`src/rtl/commit_arbiter.sv`:
```
// commit_arbiter: merges five buffered execute results and a paired mul/div result onto two commit lanes
module commit_arbiter #(
   parameter int BUS_W       = 160,
   parameter int FIFO_DEPTH  = 2,
   parameter int MD_MAX_WAIT = 8
) (
   input  logic             i_clk,
   input  logic             i_reset_n,
   input  logic             i_flush,
   input  logic             i_alu1_valid,
   output logic             o_alu1_ready,
   input  logic [BUS_W-1:0] i_alu1_bus,
   input  logic             i_bru_valid,
   output logic             o_bru_ready,
   input  logic [BUS_W-1:0] i_bru_bus,
   input  logic             i_alu2_valid,
   output logic             o_alu2_ready,
   input  logic [BUS_W-1:0] i_alu2_bus,
   input  logic             i_agu_valid,
   output logic             o_agu_ready,
   input  logic [BUS_W-1:0] i_agu_bus,
   input  logic             i_spu_valid,
   output logic             o_spu_ready,
   input  logic [BUS_W-1:0] i_spu_bus,
   input  logic             i_md_valid,
   output logic             o_md_ready,
   input  logic [BUS_W-1:0] i_md_bus1,
   input  logic [BUS_W-1:0] i_md_bus2,
   input  logic             i_commit_allowin,
   output logic             o_commit_valid1,
   output logic [BUS_W-1:0] o_commit_bus1,
   output logic             o_commit_valid2,
   output logic [BUS_W-1:0] o_commit_bus2
);
   localparam int PW = (FIFO_DEPTH > 1) ? $clog2(FIFO_DEPTH) : 1;
   localparam int CW = PW + 1;
   localparam logic [3:0] MAXW = 4'(MD_MAX_WAIT);

   logic [4:0]       w_valid, w_ready, w_push, w_pop, w_ne;
   logic [BUS_W-1:0] w_bus [5];
   logic [BUS_W-1:0] w_head [5];
   logic [2:0]       w_ne2;
   logic [1:0]       w_g2, w_c1, w_c2;
   logic             w_g1, w_all_empty, w_hold, w_md_grant, w_go, w_have1, w_have2;
   logic             r_rr1;
   logic [1:0]       r_rr2;
   logic [3:0]       r_md_wait;

   // source index order: 0 alu1, 1 bru (lane 1); 2 alu2, 3 agu, 4 spu (lane 2)
   assign w_valid = {i_spu_valid, i_agu_valid, i_alu2_valid, i_bru_valid, i_alu1_valid};
   assign w_bus[0] = i_alu1_bus;
   assign w_bus[1] = i_bru_bus;
   assign w_bus[2] = i_alu2_bus;
   assign w_bus[3] = i_agu_bus;
   assign w_bus[4] = i_spu_bus;
   assign {o_spu_ready, o_agu_ready, o_alu2_ready, o_bru_ready, o_alu1_ready} = w_ready;

   generate
      for (genvar g = 0; g < 5; g++) begin : g_fifo
         logic [BUS_W-1:0] r_mem [FIFO_DEPTH];
         logic [PW-1:0]    r_rp, r_wp;
         logic [CW-1:0]    r_cnt;
         assign w_ready[g] = r_cnt < CW'(FIFO_DEPTH);
         assign w_ne[g]    = r_cnt != '0;
         assign w_push[g]  = w_valid[g] & w_ready[g] & ~i_flush;
         assign w_head[g]  = r_mem[r_rp];
         // payload storage; occupancy alone decides which entries are live
         always_ff @(posedge i_clk)
            if (w_push[g]) r_mem[r_wp] <= w_bus[g];
         // read/write pointers and occupancy, emptied by reset or flush
         always_ff @(posedge i_clk or negedge i_reset_n)
            if (!i_reset_n) begin
               r_rp  <= '0;
               r_wp  <= '0;
               r_cnt <= '0;
            end else if (i_flush) begin
               r_rp  <= '0;
               r_wp  <= '0;
               r_cnt <= '0;
            end else begin
               if (w_push[g]) r_wp <= r_wp + 1'b1;
               if (w_pop[g]) r_rp <= r_rp + 1'b1;
               r_cnt <= r_cnt + CW'(w_push[g]) - CW'(w_pop[g]);
            end
      end
   endgenerate

   // mul/div wins when the buffers are drained or it has starved; otherwise each lane round-robins its sources
   always_comb begin
      w_all_empty = ~|w_ne;
      w_hold      = i_md_valid && (r_md_wait == MAXW);
      w_md_grant  = i_reset_n && i_md_valid && i_commit_allowin && !i_flush && (w_all_empty || w_hold);
      w_have1     = |w_ne[1:0];
      w_g1        = r_rr1 ? w_ne[1] : ~w_ne[0];
      w_ne2       = w_ne[4:2];
      w_have2     = |w_ne2;
      w_c1        = (r_rr2 == 2'd2) ? 2'd0 : r_rr2 + 2'd1;
      w_c2        = (r_rr2 == 2'd0) ? 2'd2 : r_rr2 - 2'd1;
      w_g2        = w_ne2[r_rr2] ? r_rr2 : w_ne2[w_c1] ? w_c1 : w_c2;
      w_go        = !w_md_grant && !w_hold && i_commit_allowin && !i_flush;
      w_pop       = {3'(w_go && w_have2) << w_g2, 2'(w_go && w_have1) << w_g1};
      o_md_ready      = w_md_grant;
      o_commit_valid1 = w_md_grant || (w_have1 && !w_hold);
      o_commit_valid2 = w_md_grant || (w_have2 && !w_hold);
      o_commit_bus1   = w_md_grant ? i_md_bus1 : o_commit_valid1 ? w_head[3'(w_g1)] : '0;
      o_commit_bus2   = w_md_grant ? i_md_bus2 : o_commit_valid2 ? w_head[3'd2 + 3'(w_g2)] : '0;
   end

   // round-robin pointers move one past each lane winner; starvation counter saturates while mul/div waits
   always_ff @(posedge i_clk or negedge i_reset_n)
      if (!i_reset_n) begin
         r_rr1     <= 1'b0;
         r_rr2     <= 2'd0;
         r_md_wait <= 4'd0;
      end else if (i_flush) begin
         r_rr1     <= 1'b0;
         r_rr2     <= 2'd0;
         r_md_wait <= 4'd0;
      end else begin
         if (w_go && w_have1) r_rr1 <= ~w_g1;
         if (w_go && w_have2) r_rr2 <= (w_g2 == 2'd2) ? 2'd0 : w_g2 + 2'd1;
         r_md_wait <= (!i_md_valid || w_md_grant) ? 4'd0 : (r_md_wait < MAXW) ? r_md_wait + 4'd1 : r_md_wait;
      end
endmodule

```
`config.mk`:
```
export PLATFORM = sky130hd
export DESIGN_NAME = commit_arbiter
export DESIGN_NICKNAME = d
export VERILOG_FILES = /design/src/rtl/commit_arbiter.sv
export SDC_FILE = /design/constraint.sdc
export NUM_CORES = 2
export LEC_CHECK = 0
export ABC_AREA = 1
export BUFFER_PORTS_ARGS = -buffer_cell sky130_fd_sc_hd__clkbuf_2
export CAP_MARGIN = 10
export CORE_AREA = 2 2 562 564
export CTS_CLUSTER_SIZE = 25
export DETAILED_ROUTE_END_ITERATION = 8
export DIE_AREA = 0 0 564 566
export HOLD_SLACK_MARGIN = 0.1
export PLACE_DENSITY = 0.38
export SYNTH_ARGS = -nofsm -noshare
export SYNTH_HDL_FRONTEND = slang
export SYNTH_SLANG_ARGS = --single-unit
```
`constraint.sdc`:
```
create_clock -name i_clk -period 7.4 [get_ports i_clk]
set_input_delay 0.74 -clock i_clk [delete_from_list [all_inputs] [get_ports i_clk]]
set_output_delay 0.74 -clock i_clk [all_outputs]
set_load 0.03 [all_outputs]
```
# Word-level counts from Yosys, hierarchy flattened
# Memories as Yosys holds them, arrays and structs flattened.
# Index checks and enable logic that the tools add are counted.
# Widths: inputs -> output; s select.
dict set report op_classes {
  eq_ne 3
  mux 62
  bitwise 15
  add_sub_neg 25
  order_cmp 10
  reduce_logical 43
  n_shift 2
}
# operator count
set op_table {}
lappend op_table {{$mux 160} 8}
lappend op_table {{$bmux 160 s3} 2}
lappend op_table {{$mux 1} 35}
lappend op_table {{$reduce_bool 2->1} 17}
lappend op_table {{$mux 2} 12}
lappend op_table {{$logic_and 1x1->1} 12}
lappend op_table {{$mux 4} 3}
lappend op_table {{$add 1x1->1 const B} 10}
lappend op_table {{$add 2x1->2} 5}
lappend op_table {{$and 1x1->1} 10}
lappend op_table {{$lt 2x2->1 const B} 5}
lappend op_table {{$sub 2x1->2} 5}
lappend op_table {{$ge 4x4->1 const B} 2}
lappend op_table {{$lt 2x3->1 const B} 2}
lappend op_table {{$logic_not 1->1} 5}
lappend op_table {{$reduce_or 5->1} 1}
lappend op_table {{$add 2x1->2 const B} 2}
lappend op_table {{$add 4x1->4 const B} 1}
lappend op_table {{$bmux 1 s2} 2}
lappend op_table {{$eq 2x2->1 const B} 2}
lappend op_table {{$eq 4x4->1 const B} 1}
lappend op_table {{$logic_or 1x1->1} 4}
lappend op_table {{$lt 4x4->1 const B} 1}
lappend op_table {{$not 1->4} 1}
lappend op_table {{10 further kinds} 12}
dict set report word_totals {
  output_inout_bits 328
  mem_bits_rw 1600
  wordCells 183
  memories 5
  reg_bits 27
}
# memory depth word_bits rd rd_clocked_by_memory_dff wr line
set memory_table {}
lappend memory_table {{g_fifo[0].r_mem} 2 160 1 0 1 60} ;# logic [BUS_W-1:0] r_mem [FIFO_DEPTH];
lappend memory_table {{g_fifo[1].r_mem} 2 160 1 0 1 60}
lappend memory_table {{g_fifo[2].r_mem} 2 160 1 0 1 60}
lappend memory_table {{g_fifo[3].r_mem} 2 160 1 0 1 60}
lappend memory_table {{g_fifo[4].r_mem} 2 160 1 0 1 60}

# Logic depth before layout (Yosys ltp)
dict set report logic_depth {
  word_depth 13
  ltp_mapped 19
  ltp_nobuf 18
}

# Worst setup path before layout
# No wires, ideal clock.
dict set report synth_timing {
  path_kind {input port to flip-flop}
  from {input i_flush}
  to {memory g_fifo[0].r_mem[1][0] (enable)}
  path_stages 5
  t_arrival_ps 7992
  n_path_buf 2
  setup_time_ps 682
  setup_slack_ps -1274
  path_cell_list {clkbuf_1 inv_1 clkbuf_1 nand2_1 nor2_1}
}
dict set report synth_via {
  elab_chain_cells 4
}
# element line
set synth_rtl {}
lappend synth_rtl {{from (decl)} 9} ;# input logic i_flush,
lappend synth_rtl {{$not 1->1} 65} ;# assign w_push[g] = w_valid[g] & w_ready[g] & ~i_flush;
lappend synth_rtl {{$and 1x1->1} 65}
lappend synth_rtl {{$mux 1} 69} ;# if (w_push[g]) r_mem[r_wp] <= w_bus[g];
lappend synth_rtl {{$mux 1 (not written as such)} 69}
lappend synth_rtl {{to (decl)} 60}
# No other way between the ends.

# Final worst setup path
dict set report layout_timing {
  from {input i_reset_n}
  to {output o_commit_bus2[84]}
}
dict set report layout_via {
  elab_chain_cells 7
}
# element line
set layout_rtl {}
lappend layout_rtl {{from (decl)} 8} ;# input logic i_reset_n,
lappend layout_rtl {{$logic_and 1x1->1 (*) (4 in series)} 92} ;# w_md_grant = i_reset_n && i_md_valid && i_commit_allowin && !i_flush && (w_all_empty || w_hold);
lappend layout_rtl {{$logic_or 1x1->1} 104} ;# o_commit_valid2 = w_md_grant || (w_have2 && !w_hold);
lappend layout_rtl {{$mux 160} 106} ;# o_commit_bus2 = w_md_grant ? i_md_bus2 : o_commit_valid2 ? w_head[3'd2 + 3'(w_g2)] : '0;
lappend layout_rtl {{$mux 160 (*)} 106}
lappend layout_rtl {{to (decl)} 33} ;# output logic [BUS_W-1:0] o_commit_bus2
# Every way passes the cells marked *; elsewhere a longest branch is shown, timed or not.

==> reports/qor.txt <==
============================================================================
Run status .................................................... finished, final reports clean
Net count of the mapped netlist ...............................         6350
Startpoint-to-endpoint class of the critical path .............    in -> out
Initial core utilization ......................................       21.34%
Worst Reg2Reg Path Length in Cells ............................           17
Overall power of the completed layout .........................    0.04537 W
Later-pin clock latency in the skew report ....................      0.87 ns
CTS hold repair buffers .......................................          767
GR Util met3 ..................................................       4.690%
Number of global-route vias before repair .....................        51660
Unrepaired setup endpoints after global routing ...............        false
Main synth FF type ............................................ sky130_fd_sc_hd__edfxtp_1
Wire length of the first global-routing pass ..................    441500 um
Sequential cell area fraction in the yosys report .............       72.83%
Number of fillers in the final layout .........................        32390
Setup violations, final .......................................            0
Worst vdd rail ir drop ........................................     719.3 uV
Area after detailed placement .................................  78740 sq um
Number of sinks handled by clock tree synthesis ...............         1627
Routability Congestion ........................................       0.9576
Mapped cell area ..............................................  66900 sq um
Required time of the critical path ............................      6.66 ns
Worst reg-to-reg setup slack ..................................      4.07 ns
Total global routing track utilization ........................       19.86%
Final net count ...............................................         8503
Slew Viols, Final .............................................            0
Count of TritonRoute iterations in the first routing pass .....            6
Type of the most critical hold path ...........................    in -> reg
Count of vias placed by the detailed router ...................        52050
Io pins .......................................................         1458
Clock buffers created by TritonCTS ............................          197
Total global routing overflow .................................            0
Area of combinational cells with multiple inputs ..............  16560 sq um
1st-iter DRT viols ............................................         4294
Static Leak ...................................................     35.34 nW
Chip Width ....................................................       564 um
Transition time at the pin with the least slew margin .........     1.189 ns
Area Growth Syn to Fin ........................................       38.56%
Number of failing hold endpoints at the final stage ...........            0
Met2 GRT Util .................................................       33.45%
R2R Path Start ................................................     r_rr2[1]
Clock skew ....................................................   0.08540 ns
Critical path endpoint category ...............................   output pin
Worst setup SP type ...........................................    input pin
Count of flip-flops with a built-in enable after synthesis ....         1600
Most common cell after layout, fill and taps aside ............ sky130_fd_sc_hd__edfxtp_1
Total power divided by cell area .............................. 489.5 nW/um^2
Clock transition at the registers of the reported paths .......      0.06 ns
Fraction of registers with async set or reset after synthesis .       1.659%
Warnings from Yosys ...........................................            0
Flops & latches, synth ........................................         1627
Critical path capture point ................................... o_commit_bus2[84]
Share of the cycle needed by the critical path after routing ..       74.69%
Bufs on Longest Clock Path ....................................            4
CTS Root Buffer Type .......................................... sky130_fd_sc_hd__clkbuf_16
TritonCTS clock tree ..........................................          yes
Post-cts repair resize count ..................................            0
DR WL/cell ....................................................     27.99 um
Per-cell via count in the routed design .......................        4.422
Total of buffers placed on input and output ports .............         1457
Ratio of cells with drive above 1 in the final layout .........       27.35%
Initial antenna violation count ...............................          214
Worst Path Arrival ............................................      4.79 ns
Sum of routed wire length over all layers .....................    329400 um
Max-capacitance violation count ...............................            0
Antenna Nets Post-Route .......................................            0
Timing-limited maximum frequency ..............................    180.9 MHz
Half-perimeter wire length of the detailed placement result ...    235000 um
CP max FO .....................................................          109
Total negative slack ..........................................         0 ns
Post-synthesis instance total .................................         5205
Final critical-path required period ...........................     5.527 ns
Area of all placed cells without fillers ......................  92700 sq um
Die Span Y ....................................................       566 um
Most used cells in the layout excluding fill and tap cells .... sky130_fd_sc_hd__edfxtp_1, sky130_fd_sc_hd__clkbuf_2, sky130_fd_sc_hd__nand2_1
Drt drc .......................................................            0
Num rows ......................................................          206
Area inside the core boundary ................................. 313400 sq um
Largest net degree at the start of global routing .............          129
Worst R2R End ................................................. g_fifo[2].r_cnt[1]
Synthesized area per cell .....................................  12.85 sq um
Worst Setup SP ................................................    i_reset_n
Remaining max-slew budget at the tightest pin .................       18.44%
Total Die Area ................................................ 319200 sq um
Distinct cell type count after synthesis ......................           34
Met1 Resource Use GR ..........................................       24.70%
Register Area .................................................  48740 sq um
Number of buffers inserted by post-CTS setup repair ...........            0
Busiest layer in global routing ...............................         met2
Number of H-tree levels .......................................            4
============================================================================
-- area by class of cell --
cell class	instances	area share, %
Antenna cell	108	0.2915
Clock buffer	243	5.538
Clock inverter	100	0.9502
Inverter	52	0.2592
Multi-Input combinational cell	3192	17.87
Sequential cell	1627	52.58
Tap cell	4160	5.615
Timing Repair Buffer	2288	16.90
-- metrics by stage --
stage               utilization, %  setup WS (ns)  std cells  hold WS, ns
floorplan                        -          1.417       5205       0.4444
global placement             25.12          2.523      10550       0.5467
detailed placement           25.12          2.536      10550       0.5538
CTS                          29.49          1.836      11660       0.1000
global route                 29.54          1.615      11730       0.1208
finish                       29.58          1.873      11770       0.1743
-- per-layer routing --
metal / share of wire [%] / vias to the layer above
met2: 49 / 1974
met4: 3.4 / 92
met5: 0.17 / -
met1: 41 / 26190
li1: - / 23230
met3: 6.6 / 560
-- synth_stat cells (3+ instances only) --
| cell type | number | area, sq um |
|---|---|---|
| sky130_fd_sc_hd__nand3_1 | 184 | 920.9 |
| sky130_fd_sc_hd__inv_2 | 12 | 45.04 |
| sky130_fd_sc_hd__inv_1 | 39 | 146.4 |
| sky130_fd_sc_hd__buf_8 | 6 | 90.09 |
| sky130_fd_sc_hd__buf_2 | 55 | 275.3 |
| sky130_fd_sc_hd__o211ai_1 | 80 | 600.6 |
| sky130_fd_sc_hd__buf_1 | 28 | 105.1 |
| sky130_fd_sc_hd__xnor2_1 | 5 | 43.79 |
| sky130_fd_sc_hd__a32o_1 | 160 | 1602 |
| sky130_fd_sc_hd__o21ai_0 | 486 | 2432 |
| sky130_fd_sc_hd__o211ai_2 | 79 | 988.5 |
| sky130_fd_sc_hd__or2_2 | 159 | 994.7 |
| sky130_fd_sc_hd__edfxtp_1 | 1600 | 48050 |
| sky130_fd_sc_hd__nor2_2 | 3 | 18.77 |
| sky130_fd_sc_hd__nand2_1 | 1168 | 4384 |
| sky130_fd_sc_hd__xor2_1 | 5 | 43.79 |
| sky130_fd_sc_hd__clkbuf_1 | 228 | 855.8 |
| sky130_fd_sc_hd__mux2i_1 | 162 | 1622 |
| sky130_fd_sc_hd__nor2_1 | 669 | 2511 |
| sky130_fd_sc_hd__ha_1 | 15 | 187.7 |
| sky130_fd_sc_hd__a21oi_1 | 6 | 30.03 |
| sky130_fd_sc_hd__dfrtp_1 | 27 | 675.7 |
| sky130_fd_sc_hd__buf_6 | 15 | 168.9 |
-- logic make-up (layout without fill, tap and decap cells) --
group           count (synthesis)  count (layout)  share of synthesized area [%]
simple gates                 2191            2191                          13.29
flops                        1627            1627                          72.83
compound gates                814             814                          8.476
buf+inv                       386            2683                          2.568
mux                           162             162                          2.424
fa+ha+maj                      15              15                         0.2805
xor+xnor                       10              10                         0.1309
other cells                     0             108                              0
-- where the power goes --
group          internal, W  switching [W]
Combinational      0.00560         0.0192
Clock              0.00538        0.00393
Sequential          0.0110       0.000254
-- flip-flops by register name (all words and copies together), names as in the netlist --
register	count
g_fifo.r_mem	1600
g_fifo.r_cnt	10
g_fifo.r_rp	5
g_fifo.r_wp	5
r_md_wait	4
r_rr2	2
r_rr1	1
-- worst min-delay path by stage --
stage                     depth (start not counted)  slack, ns                       to           start
after floorplan                                   0       0.44       g_fifo[0].r_cnt[0]       i_reset_n
after global placement                            2       0.55                    r_rr1           r_rr1
after CTS                                         1       0.10   g_fifo[2].r_mem[1][41]  i_alu2_bus[41]
after detailed placement                          2       0.55                    r_rr1           r_rr1
after global routing                              1       0.12  g_fifo[4].r_mem[0][107]  i_spu_bus[107]
final                                             1       0.17   g_fifo[4].r_mem[0][13]   i_spu_bus[13]
-- critical path, cell delays in order --
cell and delay [ns]:
sky130_fd_sc_hd__dlygate4sd3_1 0.60, sky130_fd_sc_hd__clkbuf_2 0.19, sky130_fd_sc_hd__buf_4 0.39, sky130_fd_sc_hd__nand3_1 0.12
sky130_fd_sc_hd__nor2_1 0.10, sky130_fd_sc_hd__nand3_1 0.25, sky130_fd_sc_hd__inv_8 0.65, sky130_fd_sc_hd__buf_12 0.40
sky130_fd_sc_hd__nand2_1 0.52, sky130_fd_sc_hd__nand2_1 0.24, sky130_fd_sc_hd__clkbuf_2 0.23
Power figures use the tool's default switching activity.
